[config.mk]
export PLATFORM = sky130hd
export DESIGN_NAME = swap_sequencer
export DESIGN_NICKNAME = d
export VERILOG_FILES = /design/src/rtl/swap_sequencer.sv
export SDC_FILE = /design/constraint.sdc
export NUM_CORES = 1
export LEC_CHECK = 0
export CAP_MARGIN = 20
export CORE_MARGIN = 8
export CORE_UTILIZATION = 30
export DETAILED_ROUTE_END_ITERATION = 7
export GPL_TIMING_DRIVEN = 1
export SYNTH_ARGS = -nofsm -noshare
export SYNTH_HDL_FRONTEND = slang
export SYNTH_SLANG_ARGS = --single-unit
[constraint.sdc]
create_clock -name clk -period 3.1 [get_ports clk]
set_input_delay 0.62 -clock clk [delete_from_list [all_inputs] [get_ports clk]]
set_output_delay 0.62 -clock clk [all_outputs]
set_load 0.01 [all_outputs]
[src/rtl/swap_sequencer.sv]
// Reverses a block of the swap register file in place by issuing swap
// requests on (lo, hi) address pairs, one pair per acknowledge.
//
// state  | meaning
// IDLE   | waiting for start; outputs hold results of last operation
// ISSUE  | swap request held high until swap_done is sampled
// GAP    | one cycle with swap low so every pair is a fresh request
// FINISH | done pulse, then back to IDLE
module swap_sequencer #(
  parameter int ADDR_WIDTH = 7
) (
  input  logic                  clk,
  input  logic                  reset,
  input  logic                  start,
  input  logic [ADDR_WIDTH-1:0] base_addr,
  input  logic [ADDR_WIDTH:0]   length,
  input  logic                  swap_done,
  output logic [ADDR_WIDTH-1:0] address_A,
  output logic [ADDR_WIDTH-1:0] address_B,
  output logic                  swap,
  output logic                  busy,
  output logic                  done,
  output logic [ADDR_WIDTH-1:0] swap_count
);

  localparam logic [1:0] S_IDLE   = 2'd0;
  localparam logic [1:0] S_ISSUE  = 2'd1;
  localparam logic [1:0] S_GAP    = 2'd2;
  localparam logic [1:0] S_FINISH = 2'd3;

  localparam logic [ADDR_WIDTH-1:0] ONE_A = ADDR_WIDTH'(1);
  localparam logic [ADDR_WIDTH:0]   ONE_L = (ADDR_WIDTH + 1)'(1);
  localparam logic [ADDR_WIDTH:0]   TWO_L = (ADDR_WIDTH + 1)'(2);

  logic [1:0]            state;
  logic [ADDR_WIDTH-1:0] remaining;
  logic [ADDR_WIDTH:0]   last_addr;

  // Upper address of the first pair; the carry bit is dropped so blocks wrap.
  assign last_addr = {1'b0, base_addr} + length - ONE_L;

  assign busy = (state != S_IDLE);

  always_ff @(posedge clk) begin
    if (reset) begin
      state      <= S_IDLE;
      address_A  <= '0;
      address_B  <= '0;
      swap       <= 1'b0;
      done       <= 1'b0;
      swap_count <= '0;
      remaining  <= '0;
    end else begin
      unique case (state)
        S_IDLE: begin
          done <= 1'b0;
          if (start) begin
            swap_count <= '0;
            if (length >= TWO_L) begin
              address_A <= base_addr;
              address_B <= last_addr[ADDR_WIDTH-1:0];
              remaining <= length[ADDR_WIDTH:1];
              swap      <= 1'b1;
              state     <= S_ISSUE;
            end else begin
              done  <= 1'b1;
              state <= S_FINISH;
            end
          end
        end
        S_ISSUE: begin
          if (swap_done) begin
            swap       <= 1'b0;
            swap_count <= swap_count + ONE_A;
            remaining  <= remaining - ONE_A;
            // Termination counts pairs rather than comparing addresses, so
            // blocks that wrap past the top of the file finish correctly.
            if (remaining == ONE_A) begin
              done  <= 1'b1;
              state <= S_FINISH;
            end else begin
              address_A <= address_A + ONE_A;
              address_B <= address_B - ONE_A;
              state     <= S_GAP;
            end
          end
        end
        S_GAP: begin
          swap  <= 1'b1;
          state <= S_ISSUE;
        end
        S_FINISH: begin
          done  <= 1'b0;
          state <= S_IDLE;
        end
        default: begin
          swap  <= 1'b0;
          done  <= 1'b0;
          state <= S_IDLE;
        end
      endcase
    end
  end

endmodule

Word level (Yosys, flattened, before mapping). Index checks and enable logic that the tools add are counted.

$mul: 0. Eq/ne operators: 9. Multiplexer cells: 31. Add/sub/neg operators: 6. Div/mod/pow operators: 0. Reductions and logical operators: 11. Shifts and indexed selects: 0. Order comparisons: 1. Bitwise logic cells: 0.

Operators with widths (number): $mux 7 (13); $pmux 7 s2 (4); $sub 7x1->7 const B (3); $add 7x1->7 const B (2); $ne 2x2->1 const B (5); $ge 8x2->1 const B (1); $mux 1 (8); $pmux 2 s4 (1); $reduce_and 4->1 (2); $add 7x7->7 (1); $eq 7x1->1 const B (1); $mux 2 (3); $pmux 1 s3 (2); $reduce_and 3->1 (2); $reduce_bool 3->1 (2); $reduce_and 5->1 (1); $eq 2x2->1 const B (2); $reduce_bool 2->1 (2); $eq 2x1->1 const B (1); $logic_not 2->1 (1); $reduce_and 2->1 (1).

Flip-flop bits (word level): 32. Memory bits (read-only): 0. Memories: 0. RAM bits: 0. Output and inout port bits: 24. Latch bits: 0. Logic and storage cells: 65. Input port bits: 19.

Longest topological paths before layout.
Depth after elaboration: 5. Gate-level depth with buffers: 11. Depth with buffers taken out: 11.

Least setup slack after synthesis. No wires, ideal clock.

Path type: input-to-reg. Start: in base_addr[2]. End: reg address_B[6]. Path buffers: 0. Cell stages on the path: 9. Setup time: 0.074 ns. Arrival time: 2.295 ns. Path slack: 0.731 ns. Required time: 3.026 ns. Path through: inv_1 ha_1 inv_1 ha_1 a211oi_1 o21bai_1 a21oi_1 mux2_2 a31oi_1.

Longest elaborated chain between the ends: 5.

RTL lines: start, declared (line 15) `input logic [ADDR_WIDTH-1:0] base_addr,`; $add 7x7->7 (line 40) `assign last_addr = {1'b0, base_addr} + length - ONE_L;`; $sub 7x1->7 (line 40); $mux 7 (line 59) `if (length >= TWO_L) begin`; $mux 7 (line 57) `if (start) begin`; $pmux 7 s2 (line 54) `unique case (state)`; end signal, assigned (line 61) `address_B <= last_addr[ADDR_WIDTH-1:0];`; end signal, assigned (line 83) `address_B <= address_B - ONE_A;`; end, declared (line 19) `output logic [ADDR_WIDTH-1:0] address_B,`.

Every way passes these cells. The select of a mux whose other input is x is not followed. A chain may end at the register's enable or synchronous reset.

Worst setup path after layout.
Start: in length[2]. End: reg address_B[6].

Longest elaborated chain between the ends: 5. Elaborated cells between the ends (all ways): 8. Classes of those cells: add/sub: 2; order compare: 1; eq/ne: 1; mux: 3; reduce/logical: 1.

RTL lines: start, declared (line 16) `input logic [ADDR_WIDTH:0] length,`; $add 7x7->7 (line 40); $sub 7x1->7 (line 40); $mux 7 (line 59); $mux 7 (line 57); $pmux 7 s2 (line 54).

Several ways; a longest one is shown, not always the timed one. The select of a mux whose other input is x is not followed.

==> results_dict.tcl <==
set metrics [dict create \
    diodes 0 \
    rows 31 \
    portBuffers 42 \
    start_util 0.3084 \
    vias 2147 \
    synth_seq_cells 32 \
    cp_slowest_cell "clkdlybuf4s50_1" \
    syn2layout_area_growth_pct 28.57 \
    synth_area_leader_cell "dfxtp_1" \
    tns_ps 0 \
    drt_pass1_iterations 4 \
    hold_class "reg2reg" \
    synth_top_area_frac 0.2880 \
    setup.worst_path.start_class "input port" \
    cp.buffers_inverters 3 \
    hold_buffers 0 \
    yosys-top-cells-area "dfxtp_1, ha_1, a21oi_1" \
    rr_startpoint "state[1]" \
    fin_crit_ps 2683 \
    drive_gt1_frac 0.08084 \
    cp_data_required_time_ps 3310 \
    first_iter_violations 84 \
    syn-instance-count 292 \
    grt_max_degree 26 \
    fin_ws_ps 417.3 \
    fp.dieH_um 102.1 \
    worst_slew_pin_slew_ps 922.4 \
    fp.dieW_um 102.1 \
    worstSetupStartpoint "length[2]" \
    power-per-cell-area_nw_per_um2 473.2 \
    clock_skew_ps 3.726 \
    clock.fmax_ghz 0.3728 \
    clock_latency_ps 290 \
    cts_tree "yes" \
    hold_viol_final 0 \
    wl_per_cell_um 13.23 \
    nFillCells 766 \
    setup_violations 0 \
    crit_chain "clkdlybuf4s50_1, inv_1, ha_1, inv_1, ha_1, a211oi_1, o21bai_1, a21oi_1, mux2_2, a31oi_1" \
    cts_buffer_depth 2 \
    rsz0062_at_grt "false" \
    end_kind "register" \
    post_cts_resized 0 \
    cp_top_family "compound AO/OA/AOI/OAI gates" \
    yosys_warnings 0 \
    crit_arrival_ps 2890 \
    maxSlewViolCount 0 \
    core-area_sq_um 7214 \
    routed_wl_um 5729 \
    cts.sinks 32 \
    vdd_ir_drop_max_v 0.0002029 \
    synth.distinct_cells 55 \
    cap_violations 0 \
    synth_edf_count 0 \
    synth_most_common_cell "dfxtp_1" \
    relSlewSlack 0.3851 \
    cp_max_fo 2 \
    synth_area_per_cell_sq_um 7.619 \
    ys.flop_type "dfxtp_1" \
    place_ws_ps 141.2 \
    ios 43 \
    final.period_utilization 0.8654 \
    synth_commonest_cells "dfxtp_1, inv_1, nor2_1" \
    first_global_vias 2085 \
    cts_max_level 2 \
    max_stage_delay_ps 470 \
    crit_type "in2reg" \
    status "completed" \
    ant_nets 0 \
    clk_pin_slew_ps 70 \
    syn_area_sq_um 2225 \
    grt_pass1_wl_um 9694 \
    post-cts-setup-buffer-count 0 \
    syn-num-nets 328 \
    post-dp-hpwl_um 4353 \
    numCtsBuffers 5 \
    vias_per_cell 4.958 \
    drc 0 \
    gp_congestion 0.7781 \
    overflow 0 \
    worst_hold_startpoint "remaining[1]" \
    synth_seq_area_share 0.2880 \
    die_area_sq_um 10430 \
    p_leak_nw 1.151 \
    root_buffer "clkbuf_8" \
    async_reset_ff_frac 0 \
    nNetsFinal 369 \
    holdWs_ps 492.9 \
    antenna_found_initial 0 \
    grt_usage 0.1162 \
]
cell type report:
class,count,area [sq um],area share
Timing Repair Buffer,48,465.4,0.1627
Clock inverter,1,30.03,0.01050
Clock buffer,7,96.34,0.03368
Multi-Input combinational cell,215,1388,0.4851
Sequential cell,32,640.6,0.2240
Inverter,31,116.4,0.04068
Tap cell,99,123.9,0.04331
logic make-up (layout without fill, tap and decap cells):
family / after synthesis / after routing / share of synthesized area
flops: 32 / 32 / 0.2880
fa+ha+maj: 17 / 17 / 0.09899
buf+inv: 45 / 87 / 0.08830
simple gates: 106 / 106 / 0.2435
compound gates: 84 / 84 / 0.2486
xor+xnor: 7 / 7 / 0.02756
mux: 1 / 1 / 0.005062
sequential cells by signal, summed over array words and instances, names as in the netlist:
signal	cells
state	2
address_A	7
address_B	7
remaining	7
swap	1
done	1
swap_count	7
through the flow:
step / instance area [sq um] / util / cells / power [mW]
final: 2860 / 0.3965 / 433 / 1.354
after global routing: 2860 / 0.3965 / 433 / 1.438
after CTS: 2860 / 0.3965 / 433 / 1.372
after detailed placement: 2734 / 0.3789 / 425 / 0.9138
after global placement: 2734 / 0.3789 / 425 / 0.9097
after floorplan: 2225 / - / 292 / 0.7677
final timing paths:
path,to,slack (ps),cells after the start
min reg2reg,remaining[1],490,2
min,remaining[1],490,2
max reg2reg,address_B[6],960,5
max,address_B[6],420,10
cells in the final DEF (no fill, tap or decap), drive strengths merged, types with 3 or more instances in the layout:
cell           instances
xor2                   5
nor2b                  4
nor3                   9
nand2b                 5
inv                   31
ha                    16
nand4                  3
a21oi                 29
nor2                  32
a211oi                 6
nand3                  9
clkbuf                 7
dfxtp                 32
a31oi                  5
and3                   3
buf                    6
clkdlybuf4s50         42
o21bai                 3
nand2                 27
o21ai                 20
a21o                   7
metal layers:
metal | share of wire | global-route usage | routed length, um
met5 | 0 | 0 | 0
met2 | 0.46 | 0.1864 | 2655
met3 | 0.059 | 0.03406 | 340
met4 | 0.015 | 0.03950 | 87
met1 | 0.46 | 0.1444 | 2644
report_power, final:
group | switching [mW] | leakage [nW] | internal [mW]
clock network | 0.169 | 0.0645 | 0.284
registers | 0.0435 | 0.262 | 0.448
logic | 0.214 | 0.824 | 0.196
worst reg2reg max path, delay by kind of cell (launching register included):
kind | cells | cell delay, ps
AO/OA/AOI/OAI | 3 | 360
buffers and inverters | 1 | 320
flip-flops | 1 | 550
AND/OR/NAND/NOR | 1 | 770
No activity file was read; power rests on OpenSTA's default activity.
